## src/rtl/demux_pkg.sv

```systemverilog
// Shared defaults, select encodings and buffer occupancy states for the
// 1-to-2 stream demultiplexer.
package demux_pkg;

  localparam int DEF_WIDTH = 8;
  localparam int DEF_CNT_W = 16;

  localparam logic SEL_OUT0 = 1'b0;
  localparam logic SEL_OUT1 = 1'b1;

  typedef enum logic [1:0] {
    OCC_EMPTY = 2'd0,
    OCC_ONE   = 2'd1,
    OCC_FULL  = 2'd2
  } occ_t;

endpackage

```

## src/rtl/demux_1x2_if.sv

```systemverilog
// Stream bundle for demux_1x2: one valid/ready input carrying a select bit,
// and two valid/ready outputs.
interface demux_1x2_if import demux_pkg::*; #(
  parameter int WIDTH = DEF_WIDTH
) ();

  logic             in_valid;
  logic             in_ready;
  logic [WIDTH-1:0] in_data;
  logic             in_sel;

  logic             out0_valid;
  logic             out0_ready;
  logic [WIDTH-1:0] out0_data;

  logic             out1_valid;
  logic             out1_ready;
  logic [WIDTH-1:0] out1_data;

  // Source and sinks sit on the master side; the demux is the slave.
  modport master (
    output in_valid, in_data, in_sel, out0_ready, out1_ready,
    input  in_ready, out0_valid, out0_data, out1_valid, out1_data
  );

  modport slave (
    input  in_valid, in_data, in_sel, out0_ready, out1_ready,
    output in_ready, out0_valid, out0_data, out1_valid, out1_data
  );

endinterface

```

## src/rtl/demux_fifo2.sv

```systemverilog
// Two-entry FIFO used as the per-output buffer of demux_1x2. The head entry
// is a register that drives the output data directly.
module demux_fifo2 import demux_pkg::*; #(
  parameter int WIDTH = DEF_WIDTH
) (
  input  logic             clk,
  input  logic             rst_n,
  input  logic             push,
  input  logic [WIDTH-1:0] push_data,
  input  logic             pop,
  output logic [WIDTH-1:0] head_data,
  output logic             valid,
  output logic             full
);

  occ_t             occ_r;
  logic [WIDTH-1:0] head_r;
  logic [WIDTH-1:0] tail_r;

  // Occupancy state machine and entry storage.
  always_ff @(posedge clk) begin
    if (!rst_n) begin
      occ_r  <= OCC_EMPTY;
      head_r <= '0;
      tail_r <= '0;
    end else begin
      case (occ_r)
        OCC_EMPTY: begin
          if (push) begin
            head_r <= push_data;
            occ_r  <= OCC_ONE;
          end
        end
        OCC_ONE: begin
          // Push with pop replaces the outgoing head in place.
          if (push && pop) begin
            head_r <= push_data;
          end else if (push) begin
            tail_r <= push_data;
            occ_r  <= OCC_FULL;
          end else if (pop) begin
            occ_r  <= OCC_EMPTY;
          end
        end
        OCC_FULL: begin
          if (pop) begin
            head_r <= tail_r;
            occ_r  <= OCC_ONE;
          end
        end
        default: begin
          occ_r <= OCC_EMPTY;
        end
      endcase
    end
  end

  assign head_data = head_r;
  assign valid     = (occ_r != OCC_EMPTY);
  assign full      = (occ_r == OCC_FULL);

endmodule

```

## src/rtl/demux_1x2.sv

```systemverilog
// Registered 1-to-2 stream demultiplexer: routes each input beat to one of
// two independently buffered outputs and counts the beats sent to each.
module demux_1x2 import demux_pkg::*; #(
  parameter int WIDTH = DEF_WIDTH,
  parameter int CNT_W = DEF_CNT_W
) (
  input  logic             clk,
  input  logic             rst_n,
  demux_1x2_if.slave       bus,
  output logic [CNT_W-1:0] out0_beats,
  output logic [CNT_W-1:0] out1_beats
);

  logic             full0_s;
  logic             full1_s;
  logic             in_ready_s;
  logic             push0_s;
  logic             push1_s;
  logic             pop0_s;
  logic             pop1_s;
  logic [CNT_W-1:0] cnt0_r;
  logic [CNT_W-1:0] cnt1_r;

  // Ready depends only on the selected buffer's registered occupancy.
  always_comb begin
    in_ready_s = 1'b0;
    if (bus.in_sel == SEL_OUT1) begin
      in_ready_s = !full1_s;
    end else begin
      in_ready_s = !full0_s;
    end
  end

  // Route an accepted beat to the selected buffer.
  always_comb begin
    push0_s = 1'b0;
    push1_s = 1'b0;
    if (bus.in_valid && in_ready_s) begin
      push0_s = (bus.in_sel == SEL_OUT0);
      push1_s = (bus.in_sel == SEL_OUT1);
    end else begin
      push0_s = 1'b0;
      push1_s = 1'b0;
    end
  end

  assign bus.in_ready = in_ready_s;
  assign pop0_s       = bus.out0_valid && bus.out0_ready;
  assign pop1_s       = bus.out1_valid && bus.out1_ready;

  demux_fifo2 #(.WIDTH(WIDTH)) u_fifo0 (
    .clk       (clk),
    .rst_n     (rst_n),
    .push      (push0_s),
    .push_data (bus.in_data),
    .pop       (pop0_s),
    .head_data (bus.out0_data),
    .valid     (bus.out0_valid),
    .full      (full0_s)
  );

  demux_fifo2 #(.WIDTH(WIDTH)) u_fifo1 (
    .clk       (clk),
    .rst_n     (rst_n),
    .push      (push1_s),
    .push_data (bus.in_data),
    .pop       (pop1_s),
    .head_data (bus.out1_data),
    .valid     (bus.out1_valid),
    .full      (full1_s)
  );

  // Per-output accepted-beat counters, wrapping silently.
  always_ff @(posedge clk) begin
    if (!rst_n) begin
      cnt0_r <= '0;
      cnt1_r <= '0;
    end else begin
      if (push0_s) begin
        cnt0_r <= cnt0_r + CNT_W'(1);
      end
      if (push1_s) begin
        cnt1_r <= cnt1_r + CNT_W'(1);
      end
    end
  end

  assign out0_beats = cnt0_r;
  assign out1_beats = cnt1_r;

endmodule
```

## src/flat_wrapper.sv

```systemverilog
// flat-port wrapper written by rule: the top's interface ports become plain ports
module demux_1x2_flat import demux_pkg::*;
#(
  parameter int WIDTH = DEF_WIDTH,
  parameter int CNT_W = DEF_CNT_W
)
  (clk, rst_n, out0_beats, out1_beats, bus_in_valid, bus_in_data, bus_in_sel, bus_out0_ready, bus_out1_ready, bus_in_ready, bus_out0_valid, bus_out0_data, bus_out1_valid, bus_out1_data);
  demux_1x2_if #(.WIDTH(WIDTH)) bus_i ();
  input  logic clk;
  input  logic rst_n;
  output logic [CNT_W-1:0] out0_beats;
  output logic [CNT_W-1:0] out1_beats;
  input wire logic [$bits(bus_i.in_valid)-1:0] bus_in_valid;
  input wire logic [$bits(bus_i.in_data)-1:0] bus_in_data;
  input wire logic [$bits(bus_i.in_sel)-1:0] bus_in_sel;
  input wire logic [$bits(bus_i.out0_ready)-1:0] bus_out0_ready;
  input wire logic [$bits(bus_i.out1_ready)-1:0] bus_out1_ready;
  output wire logic [$bits(bus_i.in_ready)-1:0] bus_in_ready;
  output wire logic [$bits(bus_i.out0_valid)-1:0] bus_out0_valid;
  output wire logic [$bits(bus_i.out0_data)-1:0] bus_out0_data;
  output wire logic [$bits(bus_i.out1_valid)-1:0] bus_out1_valid;
  output wire logic [$bits(bus_i.out1_data)-1:0] bus_out1_data;
  assign bus_i.in_valid = bus_in_valid;
  assign bus_i.in_data = bus_in_data;
  assign bus_i.in_sel = bus_in_sel;
  assign bus_i.out0_ready = bus_out0_ready;
  assign bus_i.out1_ready = bus_out1_ready;
  assign bus_in_ready = bus_i.in_ready;
  assign bus_out0_valid = bus_i.out0_valid;
  assign bus_out0_data = bus_i.out0_data;
  assign bus_out1_valid = bus_i.out1_valid;
  assign bus_out1_data = bus_i.out1_data;
  demux_1x2 #(.WIDTH(WIDTH), .CNT_W(CNT_W)) u_core (.clk(clk), .rst_n(rst_n), .bus(bus_i), .out0_beats(out0_beats), .out1_beats(out1_beats));
endmodule
```

## config.mk

```make
export PLATFORM = sky130hd
export DESIGN_NAME = demux_1x2_flat
export DESIGN_NICKNAME = d
export VERILOG_FILES = /design/src/rtl/demux_pkg.sv /design/src/rtl/demux_1x2_if.sv /design/src/rtl/demux_fifo2.sv /design/src/rtl/demux_1x2.sv /design/src/flat_wrapper.sv
export SDC_FILE = /design/constraint.sdc
export NUM_CORES = 1
export LEC_CHECK = 0
export ABC_AREA = 0
export BUFFER_PORTS_ARGS = -buffer_cell sky130_fd_sc_hd__buf_4
export CAP_MARGIN = 15
export CORE_MARGIN = 2
export CORE_UTILIZATION = 40
export DETAILED_ROUTE_END_ITERATION = 12
export PLACE_DENSITY = 0.6
export SLEW_MARGIN = 20
export SYNTH_ARGS = -nofsm -noshare
export SYNTH_HDL_FRONTEND = slang
export SYNTH_SLANG_ARGS = --single-unit
```

## constraint.sdc

```tcl
create_clock -name clk -period 4.6 [get_ports clk]
set_clock_uncertainty 0.1 [all_clocks]
set_input_delay 0.46 -clock clk [delete_from_list [all_inputs] [get_ports clk]]
set_output_delay 0.46 -clock clk [all_outputs]
set_load 0.02 [all_outputs]
```

# Word level (Yosys, flattened, before mapping)
# Index checks and enable logic that the tools add are counted.
[word_totals]
reg_bits = 68
wordCells = 69
[classes]
n_eq_ne = 14
mux = 23
add_sub_neg = 2
n_reduce_logical = 19
n_bitwise = 3
[op_table]
columns = ["op", "n"]
rows = [
  ["two-way mux 8 bit", 6],
  ["case mux 8 bit (3 select lines)", 2],
  ["adder 16 x 1 -> 16 bit (second input constant)", 2],
  ["two-way mux 2 bit", 10],
  ["!= test 2 bit (second input constant)", 8],
  ["AND reduction 4 bit", 4],
  ["case mux 2 bit (3 select lines)", 2],
  ["!= test 3 bit (second input constant)", 2],
  ["AND reduction 3 bit", 2],
  ["nonzero test 3 bit", 2],
  ["logical AND 1 bit", 5],
  ["equality test 2 x 1 -> 1 bit (second input constant)", 2],
  ["equality test 2 bit (second input constant)", 2],
  ["zero test 2 bit", 2],
  ["nonzero test 2 bit", 2],
  ["two-way mux 1 bit", 3],
  ["NOT 1 bit", 3],
  ["zero test 1 bit", 2],
]

# Depth between registers and ports, before layout
# Gate-level depths: netlist of the first run.
[depth]
depth_word = 8
mapped_depth = 6
ltp_nobuf = 5

# Hierarchy
# Synthesis of the first run repeated with hierarchy kept, for this count alone.
[hier_totals]
hier_cells = 328
hier_area_um2 = 3148.0
[modules_own_cells]
columns = ["mod", "area_per_inst_um2", "cells_per_inst", "n_inst"]
rows = [
  ["demux_fifo2", 817.0, 78, 2],
  ["demux_1x2", 1514.0, 172, 1],
]

# Worst setup path after synthesis of the first run
# Ideal clock, no wire load.
[synth_timing]
kind = "register to register"
start = "register u_core.cnt1_r[0] (netlist: u_core.out1_beats[0])"
end = "register u_core.cnt1_r[14] (netlist: u_core.out1_beats[14])"
t_arrival_ns = 1.805
path_stages_with_launch = 7
period_less_slack_ns = 1.976
path_slack_ns = 2.624
t_required_ns = 4.430
path_buffers = 1
cell_sequence = "dfxtp_1 > ha_1 > nand2_1 > or3_1 > buf_2 > or4_1 > a21oi_1"
[synth_via]
elab_chain_len = 1
[synth_lines]
columns = ["item", "line_no", "source"]
rows = [
  ["start: declaration", "demux_1x2.sv:22", "logic [CNT_W-1:0] cnt1_r;"],
  ["start signal: assignment", "demux_1x2.sv:83", "cnt1_r <= cnt1_r + CNT_W'(1);"],
  ["adder 16 x 1 -> 16 bit", "demux_1x2.sv:83", ""],
]
# Every way passes these cells.
# A chain may end at the register's enable or synchronous reset.

# Final worst setup path of the first run
[layout_timing]
start = "register u_core.u_fifo1.occ_r[1]"
end = "output port bus_in_ready"
[layout_via]
elab_chain_len = 3
[layout_lines]
columns = ["item", "line_no", "source"]
rows = [
  ["start: declaration", "demux_fifo2.sv:16", "occ_t occ_r;"],
  ["start signal: assignment", "demux_fifo2.sv:23", "occ_r <= OCC_EMPTY;"],
  ["start signal: assignment", "demux_fifo2.sv:31", "occ_r <= OCC_ONE;"],
  ["start signal: assignment", "demux_fifo2.sv:40", "occ_r <= OCC_FULL;"],
  ["equality test 2 bit", "demux_fifo2.sv:60", "assign full = (occ_r == OCC_FULL);"],
  ["zero test 1 bit", "demux_1x2.sv:28", "in_ready_s = !full1_s;"],
  ["two-way mux 1 bit", "demux_1x2.sv:27", "if (bus.in_sel == SEL_OUT1) begin"],
  ["end: declaration", "flat_wrapper.sv:18", "output wire logic [$bits(bus_i.in_ready)-1:0] bus_in_ready;"],
]
# Every way passes these cells.

==> Flow_metrics.wiki, run 1 <==
{| class="wikitable"
! Metric !! Value
|-
| Net count of the finished layout || 426
|-
| Die Span X || a little over 90 um
|-
| Starting density of the core || between 40% and 50%
|-
| Clock-pin slew on the worst setup and hold paths || about 0.080 ns
|-
| Worst slew margin || between 20% and 30%
|-
| Sequential cell area || between 1000 and 1500 um2
|-
| Sw Pwr || approximately 310 uW
|-
| Switching fraction of total power || 23.3%
|-
| Leakage power || 0.00136 uW
|-
| Fraction of power consumed by sequential logic || around 46%
|-
| RSZ-0062 raised after global routing || no
|-
| First-pass GRT wire length || roughly 12 mm
|-
| Synthesis-to-finish area growth || 26.2%
|-
| Hold Path Depth || 2
|-
| Number of placement rows || 31
|-
| Biggest fanout along the worst timing path || 21
|-
| Post-route setup TNS || 0 ns
|-
| Total Routed Length || about 7 mm
|-
| Worst hold slack after final layout || ~0.21 ns
|-
| Initial antenna violation count || 0
|-
| Dpl ws || 2.27 ns
|-
| Die boundary height || between 90 and 100 um
|-
| Multi-input gate area in the final layout || 1550 um2
|-
| Number of search-and-repair iterations in the first detailed-routing pass || 4
|-
| Status || finished clean
|-
| Data required time at the worst endpoint || about 4.0 ns
|-
| Met1 Use GR || 22.5%
|-
| Worst reg2reg startpoint || u_core.u_fifo0.occ_r[0]
|-
| Sinks on the clock net || around 70
|-
| Half-perimeter wire length after placement || 4.68 mm
|-
| Post-layout total power || roughly 1300 uW
|-
| Synth Instances || about 350
|-
| Global route overflow || 0
|-
| Post-synthesis instance area || between 3000 and 4000 um2
|-
| Post-synth net total || 370
|-
| Count of fill cells added during filler insertion || 696
|-
| Most common cell after layout, fill and taps aside || sky130_fd_sc_hd__dfxtp_1
|-
| Register bit total from synthesis || 68
|-
| Fraction of layout instances using a drive strength above 1 || between 20% and 30%
|-
| Clk_lat worst skew || ~0.34 ns
|-
| Critical Path Sink Type || primary output
|-
| Number of post-CTS setup repair buffers || 0
|-
| Crit path time final || roughly 2.6 ns
|-
| Global-route usage over all layers || between 15 and 20%
|-
| Number of I/O pins || 65
|-
| Register area share after synthesis || about 45%
|-
| Hold violation total from the final report || 0
|-
| Setup-failing EPs final || 0
|-
| Clock tree buffer depth || 2
|-
| Final Max Tran Viols || 0
|-
| Met2 track utilization from global routing || around 29%
|-
| WL/cell || around 14 um
|-
| Cts repair resizes || 0
|-
| Port Buffer Count || 64
|-
| Via count || 2733
|-
| Met3 Usage GRT || 3.17%
|-
| Worst hold endpoint || u_core.u_fifo1.occ_r[1]
|-
| Clk network pwr share || 45.4%
|-
| Root Driver || sky130_fd_sc_hd__clkbuf_8
|-
| Power Density || 353 nW/um2
|-
| Most frequent cells in the layout || 68 x sky130_fd_sc_hd__dfxtp_1, 66 x sky130_fd_sc_hd__buf_4, 41 x sky130_fd_sc_hd__nor2_1
|-
| CTS tree || yes
|-
| Pin count of the biggest net entering global routing || 68
|-
| Register-to-register setup slack || about 2.4 ns
|-
| Max frequency || roughly 0.38 GHz
|-
| Number of maximum-capacitance constraint violations || 0
|-
| Remaining antenna violation count after routing || 0
|-
| Syn Area/Cell || 8.49 um2
|-
| Post-detailed-route DRC marker count || 0
|-
| Fin crit share || between 50% and 60%
|-
| IR drop worst, VDD || around 0.16 mV
|-
| Die area || about 8200 um2
|-
| Worst min-delay path class || in -> reg
|-
| Number of cells traversed by the worst register-to-register path || 4
|-
| Most used flip-flop cell after synthesis || sky130_fd_sc_hd__dfxtp_1
|-
| Portion of total power attributed to combinational logic || under 10%
|-
| Layer carrying the most global-route usage || met2
|-
| Worst Tran Pin Value || 1.12 ns
|-
| Vias per cell || around 5.3
|-
| Num CTS Buffers || 9
|-
| GP Congestion || 0.737
|-
| Critical path data arrival time || 2.04 ns
|-
| Violation count after the first detailed-route iteration || ~110
|-
| Post-synth EDFFs || 0
|-
| Worst path setup slack after routing || 2.00 ns
|-
| Number of buffers inserted for hold repair after clock tree synthesis || 0
|-
| End of the worst register-to-register path || u_core.out0_beats[15]
|-
| Count of H-tree levels built during CTS || 3
|-
| Post-synth cell types || 35
|-
| Start point of the worst hold path || bus_out1_ready
|-
| Final antenna diode count || 0
|-
| Async S/R FF share, synth || 0%
|-
| Total internal power || 1030 uW
|-
| Area inside the core boundary || 7250 um2
|-
| Category of the worst setup path launch point || flop
|-
| Number of synthesis warnings || 0
|-
| Kind of critical path || reg -> out
|-
| Via count of the first global-routing pass || 2522
|}
## stage by stage
step | utilization [%] | cells | area, um2
2_1_floorplan | - | 354 | 3000
5_1_grt | 52.3 | 514 | 3790
4_1_cts | 52.3 | 514 | 3790
6_report | 52.3 | 514 | 3790
3_3_place_gp | 48.8 | 498 | 3540
3_5_place_dp | 48.8 | 498 | 3540
## power by group through the flow
| stage | registers [uW] | logic, uW | clock network [uW] |
|---|---|---|---|
| after floorplan | 643 | 52.9 | 0 |
| after global placement | 630 | 114 | 0 |
| after detailed placement | 630 | 115 | 0 |
| after CTS | 616 | 116 | 621 |
| after global routing | 619 | 125 | 643 |
| final | 616 | 114 | 608 |
## cells by family (layout without fill, tap and decap cells)
group	Yosys count	after routing	share of synthesized area (%)
xor+xnor	12	12	3.50
compound gates	76	76	15.7
mux	16	16	5.33
flops	68	68	45.3
fa+ha+maj	2	2	0.833
simple gates	156	156	26.0
buf+inv	24	85	3.25
## how the worst max path moves through the flow
stage | start | endpoint | slack, ns | depth (start not counted)
global route | u_core.u_fifo1.occ_r[1] | bus_in_ready | 1.84 | 3
CTS | u_core.u_fifo1.occ_r[1] | bus_in_ready | 1.96 | 3
detailed placement | bus_in_sel | u_core.u_fifo0.head_data[2] | 2.27 | 5
global placement | bus_in_sel | u_core.u_fifo0.head_data[2] | 2.28 | 5
finish | u_core.u_fifo1.occ_r[1] | bus_in_ready | 2.00 | 3
floorplan | u_core.out1_beats[0] | u_core.out1_beats[14] | 2.62 | 6
## state kept, by name, indices dropped and copies added (netlist names)
signal / count
u_core.u_fifo1.head_data: 8
u_core.u_fifo0.occ_r: 2
u_core.u_fifo0.tail_r: 8
u_core.out0_beats: 16
u_core.u_fifo1.occ_r: 2
u_core.u_fifo0.head_data: 8
u_core.out1_beats: 16
u_core.u_fifo1.tail_r: 8
## cell usage after synthesis (5+ instances only)
cell	instances	area share (%)
sky130_fd_sc_hd__dfxtp_1	68	45
sky130_fd_sc_hd__buf_2	6	1.0
sky130_fd_sc_hd__or4_1	7	1.7
sky130_fd_sc_hd__clkbuf_1	14	1.7
sky130_fd_sc_hd__a21oi_1	34	5.7
sky130_fd_sc_hd__o31ai_1	7	1.7
sky130_fd_sc_hd__or3_1	14	2.9
sky130_fd_sc_hd__nor2_1	41	5.1
sky130_fd_sc_hd__nand4_1	7	1.5
sky130_fd_sc_hd__nand2_1	40	5.0
sky130_fd_sc_hd__mux2i_1	16	5.3
sky130_fd_sc_hd__xnor2_1	9	2.6
sky130_fd_sc_hd__a311oi_1	8	2.3
sky130_fd_sc_hd__nor2b_1	5	1.0
sky130_fd_sc_hd__o21ai_0	13	2.2
sky130_fd_sc_hd__a211oi_1	8	2.0
sky130_fd_sc_hd__nand3_1	16	2.7
## routing by layer
metal	share of wire (%)	up-vias
met5	0	-
met4	1.7	0
met3	4.5	10
met2	47	58
met1	47	1282
li1	-	1383
## worst max-delay path, stage by stage (launching register included)
cell and delay [ns]:
sky130_fd_sc_hd__dfxtp_1 0.44, sky130_fd_sc_hd__nor2b_2 0.88, sky130_fd_sc_hd__a21oi_1 0.17, sky130_fd_sc_hd__buf_4 0.20
## cell type report
class	instances	share of cell area [%]
Multi-Input combinational cell	262	40.8
Sequential cell	68	35.9
Timing Repair Buffer	66	13.1
Clock buffer	10	3.63
Tap cell	99	3.27
Clock inverter	6	2.94
Inverter	3	0.363
Power figures use the tool's default switching activity.
==> run 2, diff against run 1 <==
--- a/config.mk
+++ b/config.mk
@@ -11,7 +11,7 @@
 export CORE_MARGIN = 2
 export CORE_UTILIZATION = 40
 export DETAILED_ROUTE_END_ITERATION = 12
-export PLACE_DENSITY = 0.6
+export PLACE_DENSITY = 0.62
 export SLEW_MARGIN = 20
 export SYNTH_ARGS = -nofsm -noshare
 export SYNTH_HDL_FRONTEND = slang
==> constraint.sdc (replaced) <==
create_clock -name clk -period 2.32 [get_ports clk]
set_clock_uncertainty 0.1 [all_clocks]
set_input_delay 0.232 -clock clk [delete_from_list [all_inputs] [get_ports clk]]
set_output_delay 0.232 -clock clk [all_outputs]
set_load 0.02 [all_outputs]
==> run 2 against run 1 <==
  * Sequential power increased by 98%
  * Sequential cell count unchanged
  * Wire length increased by 1.4%
  * Power increased by 84%
  * Clock power rose by 64%
  * Clock-buffer cell count is 4 higher
  * Combinational power up 110%
  * Die area stayed put
  * Worst hold slack got worse by 0.19 ns
  * Largest cell class unchanged
==> Flow_metrics.wiki, run 2 (synthesized netlist as in run 1, its figures left out) <==
{| class="wikitable"
! Metric !! Value
|-
| Worst min-delay path class || in -> reg (unchanged)
|-
| Hold Path Depth || 2 (unchanged)
|-
| Portion of total power attributed to combinational logic || 9.7% (was 8.5%)
|-
| Global-route usage over all layers || 17.3% (was 17.6%)
|-
| Number of post-CTS setup repair buffers || 0 (unchanged)
|-
| Register-to-register setup slack || 0.37 ns (was 2.36 ns)
|-
| Status || finished clean (unchanged)
|-
| Total Routed Length || 7.11 mm (was 7.01 mm)
|-
| Multi-input gate area in the final layout || 1550 um2 (about the same)
|-
| Most common cell after layout, fill and taps aside || sky130_fd_sc_hd__buf_4 (was sky130_fd_sc_hd__dfxtp_1)
|-
| CTS tree || yes (unchanged)
|-
| Data required time at the worst endpoint || 2.49 ns (was 4.04 ns)
|-
| Via count of the first global-routing pass || 2497 (was 2522)
|-
| First-pass GRT wire length || 11.7 mm (was 11.8 mm)
|-
| Area inside the core boundary || 7250 um2 (unchanged)
|-
| Number of search-and-repair iterations in the first detailed-routing pass || 5 (was 4)
|-
| Num CTS Buffers || 9 (unchanged)
|-
| GP Congestion || 0.774 (was 0.737)
|-
| Final antenna diode count || 0 (unchanged)
|-
| Worst reg2reg startpoint || u_core.out1_beats[0] (was u_core.u_fifo0.occ_r[0])
|-
| Cells after DPL || 507 (was 498)
|-
| Die area || 8220 um2 (unchanged)
|-
| Kind of critical path || reg -> reg (was reg -> out)
|-
| Half-perimeter wire length after placement || 4.98 mm (was 4.68 mm)
|-
| Crit path time final || between 1.5 and 2 ns
|-
| RSZ-0062 raised after global routing || no (unchanged)
|-
| Post-detailed-route DRC marker count || 0 (unchanged)
|-
| Vias per cell || 5.20 (was 5.32)
|-
| Cts repair resizes || 0 (unchanged)
|-
| Global route overflow || 0 (unchanged)
|-
| Worst hold slack after final layout || 0.0233 ns (was 0.210 ns)
|-
| Library cell contributing the largest single delay on the critical path || sky130_fd_sc_hd__or4_1 (was sky130_fd_sc_hd__nor2b_2)
|-
| Critical path data arrival time || 2.11 ns (was 2.04 ns)
|-
| Delay contributed by the slowest stage of the critical path || 0.52 ns (was 0.88 ns)
|-
| Pin count of the biggest net entering global routing || 45 (was 68)
|-
| IR drop worst, VDD || 0.344 mV (was 0.165 mV)
|-
| Leakage power || 0.00140 uW (was 0.00136 uW)
|-
| Count of fill cells added during filler insertion || 706 (was 696)
|-
| Total internal power || 1880 uW (was 1030 uW)
|-
| Starting density of the core || 41.4% (unchanged)
|-
| Fin crit share || between 80% and 90%
|-
| End of the worst register-to-register path || u_core.out1_beats[14] (was u_core.out0_beats[15])
|-
| Hold violation total from the final report || 0 (unchanged)
|-
| Violation count after the first detailed-route iteration || 84 (was 113)
|-
| Post-route setup TNS || 0 ns (unchanged)
|-
| Sw Pwr || 573 uW (was 312 uW)
|-
| Most frequent cells in the layout || 74 x sky130_fd_sc_hd__buf_4, 68 x sky130_fd_sc_hd__dfxtp_1, 41 x sky130_fd_sc_hd__nor2_1 (was 68 x sky130_fd_sc_hd__dfxtp_1, 66 x sky130_fd_sc_hd__buf_4, 41 x sky130_fd_sc_hd__nor2_1)
|-
| Initial antenna violation count || 0 (unchanged)
|-
| Via count || 2723 (was 2733)
|-
| Final instance count without filler cells || 524 (was 514)
|-
| Max frequency || just over 0.5 GHz
|-
| Die Span X || 90.7 um (unchanged)
|-
| Biggest fanout along the worst timing path || 8 (was 21)
|-
| Setup-failing EPs final || 0 (unchanged)
|-
| Sinks on the clock net || 68 (unchanged)
|-
| Post-layout total power || 2460 uW (was 1340 uW)
|-
| Synthesis-to-finish area growth || 27.8% (was 26.2%)
|-
| Start point of the worst hold path || rst_n (was bus_out1_ready)
|-
| Clock tree buffer depth || 2 (unchanged)
|-
| Critical Path Sink Type || flop (was primary output)
|-
| Number of buffers inserted for hold repair after clock tree synthesis || 2 (was 0)
|-
| Net count of the finished layout || 437 (was 426)
|-
| Worst slew margin || 70.4% (was 25.1%)
|-
| Switching fraction of total power || 23.3% (about the same)
|-
| WL/cell || 13.6 um (about the same)
|-
| Clock-pin slew on the worst setup and hold paths || 0.07 ns (was 0.08 ns)
|-
| Fraction of power consumed by sequential logic || 49.7% (was 46.1%)
|-
| Port Buffer Count || 64 (unchanged)
|-
| Layout Utilization || 52.9% (was 52.3%)
|-
| Fraction of layout instances using a drive strength above 1 || 22.4% (was 21.7%)
|-
| Clk network pwr share || 40.6% (was 45.4%)
|-
| Worst hold endpoint || u_core.u_fifo0.occ_r[0] (was u_core.u_fifo1.occ_r[1])
|-
| Power Density || 640 nW/um2 (was 353 nW/um2)
|-
| Critical path's top delay family || simple AND/OR/NAND/NOR gates (unchanged)
|-
| Number of placement rows || 31 (unchanged)
|-
| Number of cells traversed by the worst register-to-register path || 5 (was 4)
|-
| Number of maximum-capacitance constraint violations || 0 (unchanged)
|-
| Clk_lat worst skew || 0.33 ns (was 0.34 ns)
|-
| Number of I/O pins || 65 (unchanged)
|-
| Category of the worst setup path launch point || flop (unchanged)
|-
| Remaining antenna violation count after routing || 0 (unchanged)
|-
| Die boundary height || 90.7 um (unchanged)
|-
| Worst Tran Pin Value || 0.443 ns (was 1.12 ns)
|-
| Final Max Tran Viols || 0 (unchanged)
|-
| Count of H-tree levels built during CTS || 3 (unchanged)
|-
| Root Driver || sky130_fd_sc_hd__clkbuf_8 (unchanged)
|-
| Number of buffer and inverter instances along the worst setup path || 0 (was 1)
|-
| Cell chain of the critical path || ha_1, nand2_1, or3_1, or4_1, a21oi_1 (was nor2b_2, a21oi_1, buf_4)
|-
| Sequential cell area || 1360 um2 (unchanged)
|}
[run 2: cell types whose count changed in the layout (fill, tap and decap cells not counted), sizes merged]
cell	delta
buf	+9
clkbuf	+4
bufinv	-2
clkinv	-2
dlygate4sd3	+2
clkinvlp	-1
[run 2: area by class of cell]
type,count,area share [%]
clock buffers,14,4.50
inverters,3,0.293
multi-input cells,262,40.2
repair buffers,77,15.5
well taps,99,3.23
clock inverters,1,0.782
flip-flops and latches,68,35.5
[run 2: stage by stage]
step	instance area [um2]	setup WS, ns
floorplan	3000	0.344
global placement	3620	0.440
detailed placement	3620	0.378
CTS	3840	0.366
global route	3840	0.248
finish	3840	0.373
[run 2: power groups by stage]
stage	combinational, uW	clock, uW	sequential, uW
3_3_place_gp	237	0	1250
4_1_cts	242	1020	1220
6_report	239	996	1220
3_5_place_dp	238	0	1250
5_1_grt	260	1070	1220
2_1_floorplan	105	0	1270
[run 2: how the worst max path moves through the flow]
| stage | startpoint | to | slack, ns | cells after the start |
|---|---|---|---|---|
| 5_1_grt | u_core.out1_beats[0] | u_core.out1_beats[14] | 0.25 | 5 |
| 3_5_place_dp | u_core.out1_beats[0] | u_core.out1_beats[14] | 0.38 | 5 |
| 2_1_floorplan | u_core.out1_beats[0] | u_core.out1_beats[14] | 0.34 | 6 |
| 4_1_cts | u_core.out1_beats[0] | u_core.out1_beats[14] | 0.37 | 5 |
| 3_3_place_gp | u_core.out0_beats[3] | u_core.out0_beats[15] | 0.44 | 4 |
| 6_report | u_core.out1_beats[0] | u_core.out1_beats[14] | 0.37 | 5 |
[run 2: per-layer routing]
layer | vias to the layer above | share of wire [%] | track usage [%]
met2 | 53 | 47 | 28.6
met5 | - | 0 | 0
met4 | 0 | 1.1 | 6.15
met1 | 1264 | 48 | 22.3
met3 | 7 | 4.1 | 3.51
li1 | 1399 | - | -
==> run 3, diff against run 2 <==
--- a/config.mk
+++ b/config.mk
@@ -5,13 +5,13 @@
 export SDC_FILE = /design/constraint.sdc
 export NUM_CORES = 1
 export LEC_CHECK = 0
-export ABC_AREA = 0
+export ABC_AREA = 1
 export BUFFER_PORTS_ARGS = -buffer_cell sky130_fd_sc_hd__buf_4
 export CAP_MARGIN = 15
 export CORE_MARGIN = 2
 export CORE_UTILIZATION = 40
 export DETAILED_ROUTE_END_ITERATION = 12
-export PLACE_DENSITY = 0.62
+export PLACE_DENSITY = 0.59
 export SLEW_MARGIN = 20
 export SYNTH_ARGS = -nofsm -noshare
 export SYNTH_HDL_FRONTEND = slang
==> constraint.sdc (replaced) <==
create_clock -name clk -period 1.9 [get_ports clk]
set_clock_uncertainty 0.1 [all_clocks]
set_input_delay 0.19 -clock clk [delete_from_list [all_inputs] [get_ports clk]]
set_output_delay 0.19 -clock clk [all_outputs]
set_load 0.02 [all_outputs]
==> run 3 against run 2 <==
  * Area after synthesis rose by 7.9%
  * Register-to-register slack lost 0.12 ns
  * Die area up 7.6%
  * Sequential power rose by 24%
  * Global-route usage is 1.7 points higher
  * Sequential share of layout area shrank 2.5 points
  * Via count increased by 17%
  * Utilization about the same
  * Cell area increased by 7.6%
  * Critical endpoint is now bus_in_ready
  * Highest routed layer unchanged
==> Flow_metrics.wiki, run 3 <==
{| class="wikitable"
! Metric !! Value
|-
| Library cell contributing the largest single delay on the critical path || sky130_fd_sc_hd__dfxtp_1 (was sky130_fd_sc_hd__or4_1)
|-
| Global route overflow || 0 (unchanged)
|-
| Pin count of the biggest net entering global routing || 33 (was 45)
|-
| Leakage power || 0.00171 uW (was 0.00140 uW)
|-
| RSZ-0062 raised after global routing || no (unchanged)
|-
| Status || finished clean (unchanged)
|-
| Count of H-tree levels built during CTS || 3 (unchanged)
|-
| Worst Setup SP || u_core.u_fifo1.occ_r[0] (was u_core.out1_beats[0])
|-
| Post-synth cell types || 28 (was 35)
|-
| Total length of routed met3 wires || 257 um (was 292 um)
|-
| Critical path data arrival time || 1.44 ns (was 2.11 ns)
|-
| Clk_lat worst skew || 0.34 ns (was 0.33 ns)
|-
| Number of placement rows || 32 (was 31)
|-
| Vias per cell || 4.85 (was 5.20)
|-
| Worst reg2reg startpoint || u_core.u_fifo0.occ_r[0] (was u_core.out1_beats[0])
|-
| Global-route usage over all layers || 19.0% (was 17.3%)
|-
| Port Buffer Count || 64 (unchanged)
|-
| Synth Instances || 474 (was 354)
|-
| Most frequent cells in the layout || 117 x sky130_fd_sc_hd__nand2_1, 73 x sky130_fd_sc_hd__buf_4, 68 x sky130_fd_sc_hd__nor2_1, 68 x sky130_fd_sc_hd__dfxtp_1, 47 x sky130_fd_sc_hd__inv_1 (was 74 x sky130_fd_sc_hd__buf_4, 68 x sky130_fd_sc_hd__dfxtp_1, 41 x sky130_fd_sc_hd__nor2_1)
|-
| WL/cell || 12.2 um (was 13.6 um)
|-
| Number of synthesis warnings || 0 (unchanged)
|-
| Via count || 3193 (was 2723)
|-
| Fraction of post-synthesis cell area in the top cell type by area || 42.0% (was 45.3%)
|-
| IR drop worst, VDD || 0.502 mV (was 0.344 mV)
|-
| Routed met1 length || 3.83 mm (was 3.39 mm)
|-
| Hold violation total from the final report || 0 (unchanged)
|-
| Register bit total from synthesis || 68 (unchanged)
|-
| Remaining antenna violation count after routing || 0 (unchanged)
|-
| Total internal power || 2350 uW (was 1880 uW)
|-
| Power Density || 761 nW/um2 (was 640 nW/um2)
|-
| Final antenna diode count || 0 (unchanged)
|-
| Worst Tran Pin Value || 0.615 ns (was 0.443 ns)
|-
| Area inside the core boundary || 7810 um2 (was 7250 um2)
|-
| First-pass GRT wire length || 13.3 mm (was 11.7 mm)
|-
| Portion of total power attributed to combinational logic || 12.9% (was 9.7%)
|-
| Biggest fanout along the worst timing path || 12 (was 8)
|-
| Fraction of layout instances using a drive strength above 1 || 19.6% (was 22.4%)
|-
| Initial antenna violation count || 0 (unchanged)
|-
| Category of the worst setup path launch point || flop (unchanged)
|-
| Number of cells traversed by the worst register-to-register path || 8 (was 5)
|-
| Post-synth EDFFs || 0 (unchanged)
|-
| Die Span X || 94.0 um (was 90.7 um)
|-
| Starting density of the core || 41.5% (was 41.4%)
|-
| Async S/R FF share, synth || 0% (unchanged)
|-
| Switching fraction of total power || 25.5% (was 23.3%)
|-
| Synthesis-to-finish area growth || 27.5% (was 27.8%)
|-
| Fraction of power consumed by sequential logic || 48.0% (was 49.7%)
|-
| Clock tree buffer depth || 2 (unchanged)
|-
| Number of I/O pins || 65 (unchanged)
|-
| Sw Pwr || 801 uW (was 573 uW)
|-
| Violation count after the first detailed-route iteration || 83 (was 84)
|-
| Root Driver || sky130_fd_sc_hd__clkbuf_8 (unchanged)
|-
| Detail Route met2 WL || 3.83 mm (was 3.36 mm)
|-
| Worst min-delay path class || in -> reg (unchanged)
|-
| Final Max Tran Viols || 0 (unchanged)
|-
| Delay contributed by the slowest stage of the critical path || 0.37 ns (was 0.52 ns)
|-
| Critical Path Sink Type || primary output (was flop)
|-
| Register-to-register setup slack || 0.25 ns (was 0.37 ns)
|-
| Hold Path Depth || 3 (was 2)
|-
| Worst path setup slack after routing || 0.167 ns (was 0.373 ns)
|-
| Library cell occupying the most area in the post-synthesis netlist || sky130_fd_sc_hd__dfxtp_1 (unchanged)
|-
| Most used flip-flop cell after synthesis || sky130_fd_sc_hd__dfxtp_1 (unchanged)
|-
| Crit path time final || around 1.7 ns
|-
| Max frequency || between 0.5 and 0.6 GHz
|-
| Register area share after synthesis || 42.0% (was 45.3%)
|-
| Worst hold endpoint || u_core.u_fifo1.tail_r[1] (was u_core.u_fifo0.occ_r[0])
|-
| Net count of the finished layout || 568 (was 437)
|-
| Setup-failing EPs final || 0 (unchanged)
|-
| Post-route setup TNS || 0 ns (unchanged)
|-
| CTS tree || yes (unchanged)
|-
| Sinks on the clock net || 68 (unchanged)
|-
| Die boundary height || 94.0 um (was 90.7 um)
|-
| Top cells by instance count after synthesis || 117 x sky130_fd_sc_hd__nand2_1, 68 x sky130_fd_sc_hd__dfxtp_1, 68 x sky130_fd_sc_hd__nor2_1 (was 68 x sky130_fd_sc_hd__dfxtp_1, 41 x sky130_fd_sc_hd__nor2_1, 40 x sky130_fd_sc_hd__nand2_1)
|-
| Clk network pwr share || 39.1% (was 40.6%)
|-
| Most common cell after layout, fill and taps aside || sky130_fd_sc_hd__nand2_1 (was sky130_fd_sc_hd__buf_4)
|-
| Number of maximum-capacitance constraint violations || 0 (unchanged)
|-
| Number of search-and-repair iterations in the first detailed-routing pass || 4 (was 5)
|-
| Num CTS Buffers || 9 (unchanged)
|-
| Half-perimeter wire length after placement || 5.87 mm (was 4.98 mm)
|-
| Post-synth net total || 490 (was 370)
|-
| Clock-pin slew on the worst setup and hold paths || 0.07 ns (about the same)
|-
| Kind of critical path || reg -> out (was reg -> reg)
|-
| Start point of the worst hold path || bus_in_data[1] (was rst_n)
|-
| Most used standard cell by instance count after synthesis || sky130_fd_sc_hd__nand2_1 (was sky130_fd_sc_hd__dfxtp_1)
|-
| Fin crit share || about 91%
|-
| Via count of the first global-routing pass || 2922 (was 2497)
|-
| End of the worst register-to-register path || u_core.u_fifo0.head_data[1] (was u_core.out1_beats[14])
|-
| Worst slew margin || 59.0% (was 70.4%)
|-
| Total Routed Length || 8.05 mm (was 7.11 mm)
|-
| Dpl ws || 0.263 ns (was 0.378 ns)
|-
| Cell chain of the critical path || inv_1, nand2_1, buf_6, clkinvlp_4, o21ai_2, buf_4 (was ha_1, nand2_1, or3_1, or4_1, a21oi_1)
|-
| Data required time at the worst endpoint || 1.61 ns (was 2.49 ns)
|-
| Syn Area/Cell || 6.84 um2 (was 8.49 um2)
|-
| Post-synthesis instance area || 3240 um2 (was 3000 um2)
|-
| Post-detailed-route DRC marker count || 0 (unchanged)
|-
| Count of fill cells added during filler insertion || 806 (was 706)
|-
| Top post-synthesis cells by area || sky130_fd_sc_hd__dfxtp_1 42%, sky130_fd_sc_hd__nand2_1 14%, sky130_fd_sc_hd__nor2_1 7.9% (was sky130_fd_sc_hd__dfxtp_1 45%, sky130_fd_sc_hd__a21oi_1 5.7%, sky130_fd_sc_hd__mux2i_1 5.3%)
|-
| GP Congestion || 0.801 (was 0.774)
|-
| Highest Signal Layer || met4 (unchanged)
|-
| Die area || 8840 um2 (was 8220 um2)
|}
==> run 3: worst max-delay path by stage <==
stage	endpoint	slack, ns
floorplan	u_core.out1_beats[12]	0.24
global placement	u_core.out1_beats[12]	0.30
detailed placement	u_core.u_fifo0.head_data[1]	0.26
CTS	bus_in_ready	0.06
global route	bus_in_ready	0.03
finish	bus_in_ready	0.17
==> run 3: layout make-up <==
| cell class | count | area, um2 | area share (%) |
|---|---|---|---|
| Clock buffer | 14 | 173 | 4.18 |
| Clock inverter | 1 | 30.0 | 0.727 |
| Inverter | 53 | 203 | 4.90 |
| Multi-Input combinational cell | 342 | 1640 | 39.7 |
| Sequential cell | 68 | 1360 | 32.9 |
| Tap cell | 102 | 128 | 3.09 |
| Timing Repair Buffer | 78 | 599 | 14.5 |
==> run 3: critical path: cells and delay by family (launching register included) <==
family / cells / cell delay (ns)
flip-flops: 1 / 0.37
AND/OR/NAND/NOR: 1 / 0.10
AO/OA/AOI/OAI: 1 / 0.13
buffers and inverters: 4 / 0.50
==> run 3: kinds of logic after synthesis <==
| logic type | count (synthesis) | share of synthesized area, % |
|---|---|---|
| AND/OR/NAND/NOR | 244 | 32.3 |
| flip-flops | 68 | 42.0 |
| multiplexers | 7 | 2.43 |
| buffers and inverters | 64 | 7.56 |
| XOR/XNOR | 1 | 0.270 |
| adder cells (fa/ha/maj) | 2 | 0.772 |
| AO/OA/AOI/OAI | 88 | 14.7 |
==> run 3: through the flow <==
stage          util [%]  total power (uW)  instances  hold WS [ns]  instance area (um2)
5_1_grt            52.9              3290        658        0.0161                 4130
3_3_place_gp       49.6              1940        638         0.281                 3870
6_report           52.9              3150        658        0.0107                 4130
4_1_cts            52.7              3190        657       0.00312                 4110
2_1_floorplan         -              1780        474         0.168                 3240
3_5_place_dp       49.6              1940        638         0.283                 3870
==> run 3: timing repair <==
item | 4_1_cts | 5_1_grt
setup buffers | 0 | 1
hold endpoints to repair | 4 | 0
hold buffers | 4 | 0
gates resized for setup | 1 | 3
setup endpoints to repair | 1 | 1
==> run 3: layer usage <==
| layer | GRT usage [%] | vias up |
|---|---|---|
| li1 | - | 1694 |
| met1 | 24.3 | 1448 |
| met2 | 31.3 | 41 |
| met3 | 3.29 | 10 |
| met4 | 8.09 | 0 |
| met5 | 0 | - |
==> run 3: power groups by stage <==
| stage | registers [uW] | logic, uW | clock network [uW] |
|---|---|---|---|
| final | 1510 | 405 | 1230 |
| after global routing | 1520 | 444 | 1330 |
| after CTS | 1510 | 408 | 1270 |
| after detailed placement | 1540 | 400 | 0 |
| after global placement | 1540 | 394 | 0 |
| after floorplan | 1590 | 196 | 0 |
